<file path="src/rtl/hazard_pkg.sv">
// hazard_pkg: shared types and constants for the multi-cycle hazard controller.
package hazard_pkg;

    localparam int DEF_REG_AW = 5;
    localparam int ZERO_REG   = 0;

    typedef enum logic [1:0] {
        ST_IDLE     = 2'd0,
        ST_LU_STALL = 2'd1,
        ST_BR_FLUSH = 2'd2,
        ST_MEM_WAIT = 2'd3
    } state_t;

    typedef struct packed {
        logic pc_write;
        logic ifid_write;
        logic ctrl_sel;
        logic ifid_flush;
        logic idex_flush;
        logic pipe_en;
        logic stall;
    } ctl_t;

    localparam ctl_t CTL_RST    = 7'b0001100;
    localparam ctl_t CTL_FREEZE = 7'b0010000;
    localparam ctl_t CTL_FLUSH  = 7'b1101110;
    localparam ctl_t CTL_STALL  = 7'b0000111;
    localparam ctl_t CTL_RUN    = 7'b1110010;

endpackage

</file>
<file path="src/rtl/hazard_ctrl_mc_if.sv">
// hazard_ctrl_mc_if: ID-stage hazard controller bus.
// HAZARD_PERF_CNT_EN adds the stall/flush performance counter outputs.
interface hazard_ctrl_mc_if #(
    parameter int REG_AW = hazard_pkg::DEF_REG_AW
`ifdef HAZARD_PERF_CNT_EN
    , parameter int CNT_W = 16
`endif
);
    logic [REG_AW-1:0] id_rs_i;
    logic [REG_AW-1:0] id_rt_i;
    logic              id_use_rs_i;
    logic              id_use_rt_i;
    logic [REG_AW-1:0] ex_rt_i;
    logic              ex_memread_i;
    logic              branch_taken_i;
    logic              dmem_ready_i;
    logic              pc_write_o;
    logic              ifid_write_o;
    logic              ctrl_sel_o;
    logic              ifid_flush_o;
    logic              idex_flush_o;
    logic              pipe_en_o;
    logic              stall_o;
    logic [1:0]        state_o;
`ifdef HAZARD_PERF_CNT_EN
    logic [CNT_W-1:0]  stall_cnt_o;
    logic [CNT_W-1:0]  flush_cnt_o;
`endif

    modport master (
        output id_rs_i, id_rt_i, id_use_rs_i, id_use_rt_i, ex_rt_i, ex_memread_i,
               branch_taken_i, dmem_ready_i,
`ifdef HAZARD_PERF_CNT_EN
        input  stall_cnt_o, flush_cnt_o,
`endif
        input  pc_write_o, ifid_write_o, ctrl_sel_o, ifid_flush_o, idex_flush_o,
               pipe_en_o, stall_o, state_o
    );

    modport slave (
        input  id_rs_i, id_rt_i, id_use_rs_i, id_use_rt_i, ex_rt_i, ex_memread_i,
               branch_taken_i, dmem_ready_i,
`ifdef HAZARD_PERF_CNT_EN
        output stall_cnt_o, flush_cnt_o,
`endif
        output pc_write_o, ifid_write_o, ctrl_sel_o, ifid_flush_o, idex_flush_o,
               pipe_en_o, stall_o, state_o
    );

endinterface

</file>
<file path="src/rtl/hazard_cmp.sv">
// hazard_cmp: load-use match of the EX load destination against ID sources, ignoring $0 and unused operands.
module hazard_cmp
    import hazard_pkg::*;
#(
    parameter int REG_AW = DEF_REG_AW
) (
    input  logic [REG_AW-1:0] id_rs,
    input  logic [REG_AW-1:0] id_rt,
    input  logic              use_rs,
    input  logic              use_rt,
    input  logic [REG_AW-1:0] ex_rt,
    input  logic              ex_memread,
    output logic              hit
);

    assign hit = ex_memread && ex_rt != REG_AW'(ZERO_REG) &&
                 ((use_rs && ex_rt == id_rs) || (use_rt && ex_rt == id_rt));

endmodule

</file>
<file path="src/rtl/hazard_ctrl_mc.sv">
// hazard_ctrl_mc: multi-bubble load-use stall, multi-cycle branch flush and dmem freeze controller.
// Optional perf counters enabled by defining HAZARD_PERF_CNT_EN.
module hazard_ctrl_mc
    import hazard_pkg::*;
#(
    parameter int REG_AW       = DEF_REG_AW,
    parameter int LU_BUBBLES   = 1,
    parameter int BR_FLUSH_CYC = 1
`ifdef HAZARD_PERF_CNT_EN
    , parameter int CNT_W      = 16
`endif
) (
    input logic             clk_i,
    input logic             rst_i,
    hazard_ctrl_mc_if.slave bus
);

    localparam logic [2:0] LU_LD = 3'(LU_BUBBLES - 1);
    localparam logic [2:0] BR_LD = 3'(BR_FLUSH_CYC - 1);

    if (LU_BUBBLES < 1 || LU_BUBBLES > 7 || BR_FLUSH_CYC < 1 || BR_FLUSH_CYC > 7) begin : g_bad_cfg
        $error("hazard_ctrl_mc: LU_BUBBLES and BR_FLUSH_CYC must be within 1..7");
    end

    state_t     st, st_n, sv, sv_n, eff;
    logic [2:0] cnt, cnt_n, cnt_dec;
    logic       hit;
    ctl_t       ctl;

    hazard_cmp #(.REG_AW(REG_AW)) u_cmp (
        .id_rs      (bus.id_rs_i),
        .id_rt      (bus.id_rt_i),
        .use_rs     (bus.id_use_rs_i),
        .use_rt     (bus.id_use_rt_i),
        .ex_rt      (bus.ex_rt_i),
        .ex_memread (bus.ex_memread_i),
        .hit        (hit)
    );

    // While frozen the saved state is the one that resumes, so logic keys off eff.
    assign eff     = st == ST_MEM_WAIT ? sv : st;
    assign cnt_dec = cnt - 3'(cnt != 3'd0);

    always_ff @(posedge clk_i or posedge rst_i) begin
        if (rst_i) begin
            st  <= ST_IDLE;
            sv  <= ST_IDLE;
            cnt <= '0;
        end else begin
            st  <= st_n;
            sv  <= sv_n;
            cnt <= cnt_n;
        end
    end

    always_comb begin
        st_n  = ST_IDLE;
        sv_n  = sv;
        cnt_n = '0;
        if (!bus.dmem_ready_i) begin
            st_n  = ST_MEM_WAIT;
            sv_n  = eff;
            cnt_n = cnt;
        end else if (bus.branch_taken_i) begin
            st_n  = BR_LD != 3'd0 ? ST_BR_FLUSH : ST_IDLE;
            cnt_n = BR_LD;
        end else if (eff == ST_LU_STALL || eff == ST_BR_FLUSH) begin
            st_n  = cnt_dec != 3'd0 ? eff : ST_IDLE;
            cnt_n = cnt_dec;
        end else if (hit) begin
            st_n  = LU_LD != 3'd0 ? ST_LU_STALL : ST_IDLE;
            cnt_n = LU_LD;
        end
    end

    // Mealy: a hazard seen in IDLE stalls in the same cycle it is detected.
    always_comb begin
        ctl = rst_i                                           ? CTL_RST    :
              !bus.dmem_ready_i                               ? CTL_FREEZE :
              bus.branch_taken_i                              ? CTL_FLUSH  :
              (eff == ST_LU_STALL || (eff == ST_IDLE && hit)) ? CTL_STALL  :
              eff == ST_BR_FLUSH                              ? CTL_FLUSH  : CTL_RUN;
    end

    assign bus.pc_write_o   = ctl.pc_write;
    assign bus.ifid_write_o = ctl.ifid_write;
    assign bus.ctrl_sel_o   = ctl.ctrl_sel;
    assign bus.ifid_flush_o = ctl.ifid_flush;
    assign bus.idex_flush_o = ctl.idex_flush;
    assign bus.pipe_en_o    = ctl.pipe_en;
    assign bus.stall_o      = ctl.stall;
    assign bus.state_o      = st;

`ifdef HAZARD_PERF_CNT_EN
    logic [CNT_W-1:0] stall_cnt, flush_cnt;

    always_ff @(posedge clk_i or posedge rst_i) begin
        if (rst_i) begin
            stall_cnt <= '0;
            flush_cnt <= '0;
        end else begin
            if (ctl.stall && !(&stall_cnt))
                stall_cnt <= stall_cnt + CNT_W'(1);
            if (bus.dmem_ready_i && bus.branch_taken_i && !(&flush_cnt))
                flush_cnt <= flush_cnt + CNT_W'(1);
        end
    end

    assign bus.stall_cnt_o = stall_cnt;
    assign bus.flush_cnt_o = flush_cnt;
`endif

endmodule
</file>
<file path="src/flat_wrapper.sv">
// flat-port wrapper written by rule: the top's interface ports become plain ports
module hazard_ctrl_mc_flat import hazard_pkg::*;
#(
    parameter int REG_AW       = DEF_REG_AW,
    parameter int LU_BUBBLES   = 1,
    parameter int BR_FLUSH_CYC = 1

)
  (clk_i, rst_i, bus_id_rs_i, bus_id_rt_i, bus_id_use_rs_i, bus_id_use_rt_i, bus_ex_rt_i, bus_ex_memread_i, bus_branch_taken_i, bus_dmem_ready_i, bus_pc_write_o, bus_ifid_write_o, bus_ctrl_sel_o, bus_ifid_flush_o, bus_idex_flush_o, bus_pipe_en_o, bus_stall_o, bus_state_o);
  hazard_ctrl_mc_if #(.REG_AW(REG_AW)) bus_i ();
  input logic clk_i;
  input logic rst_i;
  input wire logic [$bits(bus_i.id_rs_i)-1:0] bus_id_rs_i;
  input wire logic [$bits(bus_i.id_rt_i)-1:0] bus_id_rt_i;
  input wire logic [$bits(bus_i.id_use_rs_i)-1:0] bus_id_use_rs_i;
  input wire logic [$bits(bus_i.id_use_rt_i)-1:0] bus_id_use_rt_i;
  input wire logic [$bits(bus_i.ex_rt_i)-1:0] bus_ex_rt_i;
  input wire logic [$bits(bus_i.ex_memread_i)-1:0] bus_ex_memread_i;
  input wire logic [$bits(bus_i.branch_taken_i)-1:0] bus_branch_taken_i;
  input wire logic [$bits(bus_i.dmem_ready_i)-1:0] bus_dmem_ready_i;
  output wire logic [$bits(bus_i.pc_write_o)-1:0] bus_pc_write_o;
  output wire logic [$bits(bus_i.ifid_write_o)-1:0] bus_ifid_write_o;
  output wire logic [$bits(bus_i.ctrl_sel_o)-1:0] bus_ctrl_sel_o;
  output wire logic [$bits(bus_i.ifid_flush_o)-1:0] bus_ifid_flush_o;
  output wire logic [$bits(bus_i.idex_flush_o)-1:0] bus_idex_flush_o;
  output wire logic [$bits(bus_i.pipe_en_o)-1:0] bus_pipe_en_o;
  output wire logic [$bits(bus_i.stall_o)-1:0] bus_stall_o;
  output wire logic [$bits(bus_i.state_o)-1:0] bus_state_o;
  assign bus_i.id_rs_i = bus_id_rs_i;
  assign bus_i.id_rt_i = bus_id_rt_i;
  assign bus_i.id_use_rs_i = bus_id_use_rs_i;
  assign bus_i.id_use_rt_i = bus_id_use_rt_i;
  assign bus_i.ex_rt_i = bus_ex_rt_i;
  assign bus_i.ex_memread_i = bus_ex_memread_i;
  assign bus_i.branch_taken_i = bus_branch_taken_i;
  assign bus_i.dmem_ready_i = bus_dmem_ready_i;
  assign bus_pc_write_o = bus_i.pc_write_o;
  assign bus_ifid_write_o = bus_i.ifid_write_o;
  assign bus_ctrl_sel_o = bus_i.ctrl_sel_o;
  assign bus_ifid_flush_o = bus_i.ifid_flush_o;
  assign bus_idex_flush_o = bus_i.idex_flush_o;
  assign bus_pipe_en_o = bus_i.pipe_en_o;
  assign bus_stall_o = bus_i.stall_o;
  assign bus_state_o = bus_i.state_o;
  hazard_ctrl_mc #(.REG_AW(REG_AW), .LU_BUBBLES(LU_BUBBLES), .BR_FLUSH_CYC(BR_FLUSH_CYC)) u_core (.clk_i(clk_i), .rst_i(rst_i), .bus(bus_i));
endmodule
</file>
<file path="config.mk">
export PLATFORM = sky130hd
export DESIGN_NAME = hazard_ctrl_mc_flat
export DESIGN_NICKNAME = d
export VERILOG_FILES = /design/src/rtl/hazard_pkg.sv /design/src/rtl/hazard_ctrl_mc_if.sv /design/src/rtl/hazard_cmp.sv /design/src/rtl/hazard_ctrl_mc.sv /design/src/flat_wrapper.sv
export SDC_FILE = /design/constraint.sdc
export NUM_CORES = 1
export LEC_CHECK = 0
export ABC_CLOCK_PERIOD_IN_PS = 2390
export BUFFER_PORTS_ARGS = -buffer_cell sky130_fd_sc_hd__buf_2
export CAP_MARGIN = 20
export CORE_UTILIZATION = 44
export DETAILED_ROUTE_END_ITERATION = 12
export GPL_TIMING_DRIVEN = 0
export PLACE_DENSITY = 0.88
export SKIP_LAST_GASP = 1
export SLEW_MARGIN = 20
export SYNTH_ARGS = -nofsm -noshare
export SYNTH_HDL_FRONTEND = slang
export SYNTH_SLANG_ARGS = --single-unit
</file>
<file path="constraint.sdc">
create_clock -name clk_i -period 2.39 [get_ports clk_i]
set_input_delay 0.478 -clock clk_i [delete_from_list [all_inputs] [get_ports clk_i]]
set_output_delay 0.478 -clock clk_i [all_outputs]
set_load 0.02 [all_outputs]
</file>
Word level (Yosys, flattened, before mapping)
Index checks and enable logic that the tools add are counted.
{"block": "totals", "ff_bits": 7, "output_inout_bits": 9}
{"block": "classes", "n_addsub": 1, "reduce_logical": 12, "mux": 12, "n_eq_ne": 5}
{"operator": "$mux W7", "n": 4}
{"operator": "$eq A5 B5 Y1", "n": 2}
{"operator": "$mux W2", "n": 5}
{"operator": "$mux W3", "n": 2}
{"operator": "$reduce_bool A3 Y1", "n": 2}
{"operator": "$logic_and A1 B1 Y1", "n": 5}
{"operator": "$mux W5", "n": 1}
{"operator": "$reduce_bool A5 Y1", "n": 1}
{"operator": "$eq A2 B2 Y1 const B", "n": 2}
{"operator": "$logic_or A1 B1 Y1", "n": 3}
{"operator": "$sub A3 B1 Y3", "n": 1}
{"operator": "$eq A2 B1 Y1 const B", "n": 1}
{"operator": "$logic_not A2 Y1", "n": 1}

Depth between registers and ports, before layout
Gate-level depths: netlist of run 1.
{"block": "depth", "depth_word": 10, "depth_mapped": 8, "mapped_depth_nobuf": 8}

Cells and area by module
A second synthesis of run 1 with hierarchy kept.
{"block": "hier_totals", "cells_unflattened": 71, "hier_area_um2": 610.6}
{"module": "hazard_ctrl_mc", "n_inst": 1, "area_per_inst_um2": 476.7, "seq_area_each_um2": 175.2, "cells_each": 54}
{"module": "hazard_cmp", "n_inst": 1, "area_per_inst_um2": 133.9, "seq_area_each_um2": 0.0, "cells_each": 17}

Worst setup path before layout of run 1
Ideal clock, no wire load.
{"block": "synth_path", "kind": "reg-to-output", "startpoint": "register u_core.st[0] (netlist: u_core.bus.state_o[0])", "endpoint": "output port bus_ctrl_sel_o", "setup_slack_ps": -70, "stages_incl_launch_ff": 9, "arrival_time_ps": 1982, "t_required_ps": 1912, "cell_sequence": "dfrtp_1 inv_1 o21ai_0 inv_1 ha_1 o21a_1 nor2_1 inv_1 a221oi_1"}
{"block": "synth_between", "elab_chain_len": 9, "word_cells_on_any_way": 12, "classes_between": "eq/ne (3); mux (6); reduce/logical (3)"}
{"item": "from (decl)", "line": "hazard_ctrl_mc.sv:25", "text": "state_t st, st_n, sv, sv_n, eff;"}
{"item": "from (signal assigned)", "line": "hazard_ctrl_mc.sv:50", "text": "st <= st_n;"}
{"item": "$eq A2 B2 Y1 (*)", "line": "hazard_ctrl_mc.sv:41", "text": "assign eff = st == ST_MEM_WAIT ? sv : st;"}
{"item": "$mux W2 (*)", "line": "hazard_ctrl_mc.sv:41"}
{"item": "net u_core.eff[1]", "line": "hazard_ctrl_mc.sv:25"}
{"item": "$logic_not A2 Y1", "line": "hazard_ctrl_mc.sv:81", "text": "(eff == ST_LU_STALL || (eff == ST_IDLE && hit)) ? CTL_STALL :"}
{"item": "$logic_and A1 B1 Y1", "line": "hazard_ctrl_mc.sv:81"}
{"item": "$logic_or A1 B1 Y1", "line": "hazard_ctrl_mc.sv:81"}
{"item": "$mux W7 (*)", "line": "hazard_ctrl_mc.sv:81"}
{"item": "$mux W7 (*)", "line": "hazard_ctrl_mc.sv:80", "text": "bus.branch_taken_i ? CTL_FLUSH :"}
{"item": "$mux W7 (*)", "line": "hazard_ctrl_mc.sv:79", "text": "!bus.dmem_ready_i ? CTL_FREEZE :"}
{"item": "$mux W7 (*)", "line": "hazard_ctrl_mc.sv:78", "text": "ctl = rst_i ? CTL_RST :"}
{"item": "to (decl)", "line": "flat_wrapper.sv:23", "text": "output wire logic [$bits(bus_i.ctrl_sel_o)-1:0] bus_ctrl_sel_o;"}
The timed path passes the listed nets; every way through them passes the cells marked *.

Worst setup path after layout of run 1
{"block": "layout_path", "startpoint": "register u_core.st[0] (netlist: u_core.bus.state_o[0])", "endpoint": "output port bus_idex_flush_o"}
{"block": "layout_between", "elab_chain_len": 9, "word_cells_on_any_way": 12, "classes_between": "eq/ne (3); mux (6); reduce/logical (3)"}
{"item": "$eq A2 B2 Y1 (*)", "line": "hazard_ctrl_mc.sv:41"}
{"item": "$mux W2 (*)", "line": "hazard_ctrl_mc.sv:41"}
{"item": "net u_core.eff[1]", "line": "hazard_ctrl_mc.sv:25"}
{"item": "$logic_not A2 Y1", "line": "hazard_ctrl_mc.sv:81"}
{"item": "$logic_and A1 B1 Y1", "line": "hazard_ctrl_mc.sv:81"}
{"item": "$logic_or A1 B1 Y1", "line": "hazard_ctrl_mc.sv:81"}
{"item": "$mux W7 (*)", "line": "hazard_ctrl_mc.sv:81"}
{"item": "$mux W7 (*)", "line": "hazard_ctrl_mc.sv:80"}
{"item": "$mux W7 (*)", "line": "hazard_ctrl_mc.sv:79"}
{"item": "$mux W7 (*)", "line": "hazard_ctrl_mc.sv:78"}
{"item": "to (decl)", "line": "flat_wrapper.sv:25", "text": "output wire logic [$bits(bus_i.idex_flush_o)-1:0] bus_idex_flush_o;"}
Marked as above.

==> metrics.log, run 1 <==
INFO  metric result_of_the_run = finished, violations left
INFO  metric failed_checks = setup timing
INFO  metric post_route_skew = around 0.0039 ns
INFO  metric route.final.wire_length = roughly 1.6 mm
INFO  metric grt_util_met1 = between 20% and 30%
INFO  metric timing.final.crit_share = 101%
INFO  metric finish.cell_count_without_fillers = 130
INFO  metric gp_congestion = 0.718
INFO  metric max_freq = just over 400 MHz
INFO  metric drive_above_1_share = between 40% and 50%
INFO  metric flow.area_growth_from_synthesis = 45.8%
INFO  metric p_leak = roughly 0.44 nW
INFO  metric report.power.total = 0.485 mW
INFO  metric yosys_register_bits = 7
INFO  metric worstHoldPathType = primary input to asynchronous set/reset pin
INFO  metric dr.first_iter.drc_count = 8
INFO  metric drcViolationCount = 0
INFO  metric power.ir.vdd_worst = 0.330 mV
INFO  metric design.core.area = between 1000 and 1500 sq um
INFO  metric finalWorstSetupSlack = -0.0326 ns
INFO  metric grt_util_met3 = a little under 10%
INFO  metric dpl.cell_count = between 100 and 150
INFO  metric clock_pin_transition_on_the_worst_setup_and_hold_timing_paths = approximately 0.05 ns
INFO  metric totalNegativeSetupSlack = -0.0326 ns
INFO  metric grt_start_max_net_pins = 11
INFO  metric p_per_area = roughly 530 nW/um^2
INFO  metric grt_antenna_before_repair = 0
INFO  metric rsz0062_at_grt = true
INFO  metric critPathKind = flip-flop to primary output
INFO  metric fin_crit = around 2.4 ns
INFO  metric most-common-layout-cells = sky130_fd_sc_hd__buf_2 (28), sky130_fd_sc_hd__xnor2_1 (11), sky130_fd_sc_hd__inv_1 (9)
INFO  metric yosysWarnings = 0
INFO  metric grt.total_usage = 22.6%
INFO  metric maxCapViolCount = 0
INFO  metric crit_path_max_incr_delay = 0.40 ns
INFO  metric die-area = 1580 sq um
INFO  metric timing.max_slew.rel_slack = 66.6%
INFO  metric drt-pass1-iter-count = 4
INFO  metric diodes = 0
INFO  metric crit_slowest_cell = sky130_fd_sc_hd__dfrtp_1
INFO  metric design.portCount = 31
INFO  metric cts-htree-levels = 1
INFO  metric synth_cells = between 70 and 80
INFO  metric worst-path-max-fanout = 5
INFO  metric synth_nets = between 100 and 150
INFO  metric timing.critical_path.cells = inv_2 > o21ai_4 > inv_1 > ha_2 > o21a_1 > nor2_2 > inv_2 > a221o_1 > buf_6
INFO  metric fp-row-count = 13
INFO  metric cts_made_buffers = 3
INFO  metric grt_first_pass_wirelength = between 2 and 2.5 mm
INFO  metric worstPathRequired = approximately 1.9 ns
INFO  metric grt_pass1_vias = between 600 and 700
INFO  metric globalRoute.totalOverflow = 0
INFO  metric globalRouteMet2Util = between 40 and 50%
INFO  metric startpoint_type = flip-flop
INFO  metric dieWidth = slightly below 40 um
INFO  metric grt_busiest_layer = met2
INFO  metric initial_core_util = a little under half
INFO  metric count_of_input_and_output_buffers = 30
INFO  metric clk_lat_worst_skew = 0.25 ns
INFO  metric finalMaxSlewViolations = 0
INFO  metric timing.hold.ws = 0.204 ns
INFO  metric synthDistinctLibCells = 25
INFO  metric mostFrequentLayoutCell = sky130_fd_sc_hd__buf_2
INFO  metric clock_tree_from_tritoncts = built
INFO  metric synthesis.area = ~630 sq um
INFO  metric cts.sink_count = 7
INFO  metric cts.path.max_buffers = 2
INFO  metric fillers = about 110
INFO  metric endpoint_kind = primary output
INFO  metric cts.hold.buffers_added = 0
INFO  metric synth.yosys.seq_area_share = 28.0%
INFO  metric data_arrival_critical_path = between 1.5 and 2 ns
INFO  metric route.detailed.vias_per_inst = ~5.2
INFO  metric synthesis.area_per_instance = just over 8 sq um
INFO  metric finalNetCount = 143
INFO  metric critPathMostFrequentCell = sky130_fd_sc_hd__inv_2
INFO  metric timing.final.setup_violations = 1
INFO  metric via_count = about 680
INFO  metric hold_violations = 0
INFO  metric post-dp-hpwl = between 1 and 1.5 mm
INFO  metric floorplan.die.height = 39.7 um
INFO  metric routedWlPerCell = 12.7 um
INFO  metric route.antenna.remaining_nets = 0
INFO  metric clock_tree.root_cell = sky130_fd_sc_hd__clkbuf_4
INFO  metric max_slew.worst_pin.slew = approximately 0.5 ns
==> cell families (layout without fill, tap and decap cells) <==
group | count (synthesis) | in the layout | synth area share [%]
AOI/OAI and AO/OA | 20 | 20 | 21.8
adders and majority gates | 5 | 5 | 10.0
and+or+nand+nor | 19 | 19 | 15.8
DFF | 7 | 7 | 28.0
buffers and inverters | 14 | 53 | 9.00
xor gates and xnor gates | 11 | 11 | 15.4
==> sequential cells by signal, summed over array words and instances (netlist names) <==
name	cells
u_core.bus.state_o	2
u_core.cnt	3
u_core.sv	2
==> critical path: cells and delay by family (launching register included) <==
| kind | cells | cell delay, ns |
|---|---|---|
| AO/OA/AOI/OAI | 3 | 0.66 |
| adder cells (fa/ha/maj) | 1 | 0.18 |
| buffers and inverters | 4 | 0.32 |
| flip-flops | 1 | 0.40 |
| AND/OR/NAND/NOR | 1 | 0.13 |
==> power by group <==
group	switching, mW	leakage (nW)	total (mW)	internal, mW
Sequential	0.0147	0.0899	0.150	0.135
Combinational	0.122	0.330	0.231	0.109
Clock	0.0415	0.0150	0.105	0.0636
==> path summary, 6_finish.rpt <==
kind	from	to	slack [ns]	depth (start not counted)
min reg2reg	u_core.cnt[2]	u_core.cnt[2]	0.52	1
max in group asynchronous	rst_i	u_core.bus.state_o[0]	1.97	2
max reg2reg	u_core.cnt[2]	u_core.bus.state_o[0]	0.37	6
min	rst_i	u_core.cnt[1]	0.20	2
min in group clk_i	u_core.cnt[2]	u_core.cnt[2]	0.52	1
max	u_core.bus.state_o[0]	bus_idex_flush_o	-0.03	9
==> area by class of cell <==
cell class,count,area [sq um],share of cell area [%]
well taps,15,18.8,2.06
inverters,11,41.3,4.53
plain buffers,3,15.0,1.65
clock buffers,4,26.3,2.88
multi-input cells,55,439,48.1
flip-flops and latches,7,175,19.2
repair buffers,35,196,21.5
==> cell usage after synthesis <==
master / instances / share of area, %
sky130_fd_sc_hd__nand4_1: 2 / 2.0
sky130_fd_sc_hd__o21a_1: 1 / 1.2
sky130_fd_sc_hd__a21oi_1: 1 / 0.80
sky130_fd_sc_hd__o211ai_2: 1 / 2.0
sky130_fd_sc_hd__dfrtp_1: 7 / 28
sky130_fd_sc_hd__a221o_1: 1 / 1.6
sky130_fd_sc_hd__a221oi_1: 1 / 1.4
sky130_fd_sc_hd__o21ai_0: 10 / 8.0
sky130_fd_sc_hd__a32o_1: 1 / 1.6
sky130_fd_sc_hd__clkbuf_1: 2 / 1.2
sky130_fd_sc_hd__or3_1: 1 / 1.0
sky130_fd_sc_hd__o41ai_1: 1 / 1.4
sky130_fd_sc_hd__nor3_1: 3 / 2.4
sky130_fd_sc_hd__xnor2_1: 11 / 15
sky130_fd_sc_hd__a211oi_1: 1 / 1.2
sky130_fd_sc_hd__nor2_1: 3 / 1.8
sky130_fd_sc_hd__or4_1: 3 / 3.6
sky130_fd_sc_hd__buf_4: 1 / 1.2
sky130_fd_sc_hd__o22ai_1: 1 / 1.0
sky130_fd_sc_hd__a311o_1: 1 / 1.6
sky130_fd_sc_hd__ha_1: 5 / 10
sky130_fd_sc_hd__nand2_1: 5 / 3.0
sky130_fd_sc_hd__nor4_1: 1 / 1.0
sky130_fd_sc_hd__nor2_2: 1 / 1.0
sky130_fd_sc_hd__inv_1: 11 / 6.6
==> metrics by stage <==
stage	area [sq um]	util [%]	worst slack, ns
after floorplan	636	-	0.0330
after global placement	805	61.1	-0.0318
after detailed placement	805	61.1	-0.0577
after CTS	847	64.3	-0.0568
after global routing	912	69.2	-0.0909
final	912	69.2	-0.0326
==> per-layer routing <==
layer  share of wire [%]  wire (um)
met2                  52        853
met1                  43        710
met5                   0          0
met4                 1.8         29
met3                 3.4         56
==> repair_timing <==
action | in CTS | in global routing
setup endpoints to repair | 6 | 6
setup buffers | 0 | 5
endpoints found under the hold margin | 0 | 0
gates resized for setup | 5 | 11
pin swaps | 2 | 4
Note: power is estimated with default switching activity, not from simulation.
==> run 2, diff against run 1 <==
--- a/config.mk
+++ b/config.mk
@@ -5,13 +5,12 @@
 export SDC_FILE = /design/constraint.sdc
 export NUM_CORES = 1
 export LEC_CHECK = 0
-export ABC_CLOCK_PERIOD_IN_PS = 2390
 export BUFFER_PORTS_ARGS = -buffer_cell sky130_fd_sc_hd__buf_2
 export CAP_MARGIN = 20
 export CORE_UTILIZATION = 44
 export DETAILED_ROUTE_END_ITERATION = 12
 export GPL_TIMING_DRIVEN = 0
-export PLACE_DENSITY = 0.88
+export PLACE_DENSITY = 0.77
 export SKIP_LAST_GASP = 1
 export SLEW_MARGIN = 20
 export SYNTH_ARGS = -nofsm -noshare
==> run 2 against run 1 <==
The flow still finishes with violations (setup timing). Core utilization shrank 1.4 points. Register-to-register slack better by 0.05 ns. Fmax shrank 0.11%. Clock power about the same. First-iteration DRC count up 50%. Wire length decreased by 12%. Cell area decreased by 2.1%. Largest cell class unchanged.
==> metrics.log, run 2 (synthesis gave the netlist of run 1 again) <==
INFO  metric result_of_the_run = finished, violations left (unchanged)
INFO  metric failed_checks = setup timing (unchanged)
INFO  metric p_leak = 0.421 nW (was 0.435 nW)
INFO  metric fp-row-count = 13 (unchanged)
INFO  metric timing.hold.ws = 0.198 ns (was 0.204 ns)
INFO  metric finalWorstSetupSlack = -0.0352 ns (was -0.0326 ns)
INFO  metric max_freq = 412 MHz (was 413 MHz)
INFO  metric finalNetCount = 141 (was 143)
INFO  metric fin_util = 67.8% (was 69.2%)
INFO  metric hold_violations = 0 (unchanged)
INFO  metric largest_register_ff_count = 3 (unchanged)
INFO  metric grt_antenna_before_repair = 0 (unchanged)
INFO  metric timing.final.crit_share = 101% (about the same)
INFO  metric rr_worst_depth = 6 (unchanged)
INFO  metric routedWlPerCell = 11.3 um (was 12.7 um)
INFO  metric p_per_area = 534 nW/um^2 (was 532 nW/um^2)
INFO  metric grt_first_pass_wirelength = 2.11 mm (was 2.37 mm)
INFO  metric fin_crit = 2.43 ns (was 2.42 ns)
INFO  metric timing.final.setup_violations = 2 (was 1)
INFO  metric route.antenna.remaining_nets = 0 (unchanged)
INFO  metric cts.hold.buffers_added = 0 (unchanged)
INFO  metric clock_pin_transition_on_the_worst_setup_and_hold_timing_paths = 0.05 ns (about the same)
INFO  metric initial_core_util = 47.5% (unchanged)
INFO  metric report.power.total = 0.477 mW (was 0.485 mW)
INFO  metric post-dp-hpwl = 1.16 mm (was 1.24 mm)
INFO  metric worstHoldPathType = primary input to asynchronous set/reset pin (unchanged)
INFO  metric clk_lat_worst_skew = 0.25 ns (about the same)
INFO  metric r2r_setup_slack = 0.42 ns (was 0.37 ns)
INFO  metric globalRoute.totalOverflow = 0 (unchanged)
INFO  metric drt-pass1-iter-count = 4 (unchanged)
INFO  metric cts.sink_count = 7 (unchanged)
INFO  metric floorplan.die.height = 39.7 um (unchanged)
INFO  metric rsz0062_at_grt = true (unchanged)
INFO  metric r2r-start = u_core.cnt[2] (unchanged)
INFO  metric worstPathRequired = 1.91 ns (about the same)
INFO  metric most-common-layout-cells = sky130_fd_sc_hd__buf_2 (29), sky130_fd_sc_hd__xnor2_1 (11), sky130_fd_sc_hd__o21ai_0 (8), sky130_fd_sc_hd__inv_1 (8), sky130_fd_sc_hd__dfrtp_1 (7) (was sky130_fd_sc_hd__buf_2 (28), sky130_fd_sc_hd__xnor2_1 (11), sky130_fd_sc_hd__inv_1 (9))
INFO  metric critPathKind = primary input to primary output (was flip-flop to primary output)
INFO  metric grt_pass1_vias = 541 (was 605)
INFO  metric power.ir.vdd_worst = 0.386 mV (was 0.330 mV)
INFO  metric cts-htree-levels = 1 (unchanged)
INFO  metric count_of_input_and_output_buffers = 30 (unchanged)
INFO  metric finalMaxSlewViolations = 0 (unchanged)
INFO  metric worst-path-max-fanout = 4 (was 5)
INFO  metric startpoint_type = primary input (was flip-flop)
INFO  metric maxCapViolCount = 0 (unchanged)
INFO  metric grt_start_max_net_pins = 11 (unchanged)
INFO  metric via_count = 665 (was 682)
INFO  metric finish.cell_count_without_fillers = 128 (was 130)
INFO  metric route.detailed.vias_per_inst = 5.20 (was 5.25)
INFO  metric data_arrival_critical_path = 1.95 ns (was 1.94 ns)
INFO  metric clock_tree.root_cell = sky130_fd_sc_hd__clkbuf_4 (unchanged)
INFO  metric registers.top_by_ff_count = u_core.cnt (unchanged)
INFO  metric dieWidth = 39.7 um (unchanged)
INFO  metric gp_congestion = 0.707 (was 0.718)
INFO  metric die-area = 1580 sq um (unchanged)
INFO  metric design.portCount = 31 (unchanged)
INFO  metric design.core.area = 1320 sq um (unchanged)
INFO  metric drcViolationCount = 0 (unchanged)
INFO  metric cts.path.max_buffers = 2 (unchanged)
INFO  metric mostFrequentLayoutCell = sky130_fd_sc_hd__buf_2 (unchanged)
INFO  metric cts_made_buffers = 3 (unchanged)
INFO  metric grt.total_usage = 20.2% (was 22.6%)
INFO  metric flow.area_growth_from_synthesis = 42.8% (was 45.8%)
INFO  metric timing.max_slew.rel_slack = 66.5% (was 66.6%)
INFO  metric post_route_skew = 0.00569 ns (was 0.00388 ns)
INFO  metric clock_tree_from_tritoncts = built (unchanged)
INFO  metric drive_above_1_share = 44.2% (was 44.3%)
INFO  metric diodes = 0 (unchanged)
INFO  metric max_slew.worst_pin.slew = 0.503 ns (was 0.500 ns)
INFO  metric dpl.cell_count = 121 (unchanged)
INFO  metric dr.first_iter.drc_count = 12 (was 8)
INFO  metric route.final.wire_length = 1.45 mm (was 1.65 mm)
INFO  metric r2r_end = u_core.bus.state_o[1] (was u_core.bus.state_o[0])
INFO  metric endpoint_kind = primary output (unchanged)
[run 2: changes by cell type in the layout (fill, tap and decap cells not counted)]
cell and change:
sky130_fd_sc_hd__inv_2 +1, sky130_fd_sc_hd__buf_2 +1, sky130_fd_sc_hd__buf_4 -3, sky130_fd_sc_hd__o21ai_1 -1, sky130_fd_sc_hd__o211ai_4 -1, sky130_fd_sc_hd__o21ai_2 -1
sky130_fd_sc_hd__o21ai_4 +1, sky130_fd_sc_hd__inv_1 -1, sky130_fd_sc_hd__o211ai_2 +1, sky130_fd_sc_hd__o21ai_0 +1
[run 2: per-layer routing]
| layer | track usage, % | wire [um] |
|---|---|---|
| met1 | 21.6 | 620 |
| met2 | 36.9 | 737 |
| met3 | 10.2 | 89 |
| met4 | 0 | 0 |
| met5 | 0 | 0 |
[run 2: cell type report]
class	count	area (sq um)
multi-input combinational	55	438
tap	15	18.8
buffer	3	15.0
inverter	11	41.3
fill	118	424
timing repair buffer	33	179
clock buffer	4	26.3
sequential	7	175
[run 2: timing repair]
action | CTS | global route
pin swaps | 0 | 5
setup buffers | 0 | 3
endpoints found under the hold margin | 0 | 0
setup endpoints to repair | 6 | 6
gates resized for setup | 3 | 12
[run 2: worst max path at each step]
stage | from | depth (start not counted) | slack (ns) | to
6_report | bus_ex_rt_i[1] | 6 | -0.04 | bus_idex_flush_o
5_1_grt | u_core.bus.state_o[0] | 9 | -0.09 | bus_pc_write_o
4_1_cts | bus_ex_rt_i[1] | 6 | -0.02 | bus_idex_flush_o
3_5_place_dp | bus_ex_rt_i[1] | 6 | -0.02 | bus_idex_flush_o
3_3_place_gp | bus_ex_rt_i[1] | 6 | -0.02 | bus_idex_flush_o
2_1_floorplan | bus_ex_rt_i[1] | 4 | 0.03 | bus_ifid_flush_o
[run 2: power breakdown]
part	internal [mW]	total, mW	switching [mW]
sequential	0.135	0.151	0.0157
combinational	0.104	0.222	0.118
clock	0.0635	0.105	0.0410
total	0.302	0.477	0.174
[run 2: worst max-delay path: stages]
cell,delay (ns)
sky130_fd_sc_hd__buf_2,0.12
sky130_fd_sc_hd__or4_4,0.53
sky130_fd_sc_hd__o211ai_2,0.28
sky130_fd_sc_hd__nor2_2,0.07
sky130_fd_sc_hd__a221o_1,0.33
sky130_fd_sc_hd__buf_6,0.13
[run 2: stage by stage]
stage	TNS [ns]	worst slack, ns	cell area [sq um]
finish	-0.0447	-0.0352	893
global route	-0.303	-0.0901	893
detailed placement	-0.0212	-0.0202	805
global placement	-0.0244	-0.0244	805
floorplan	0	0.0330	636
CTS	-0.0360	-0.0217	835
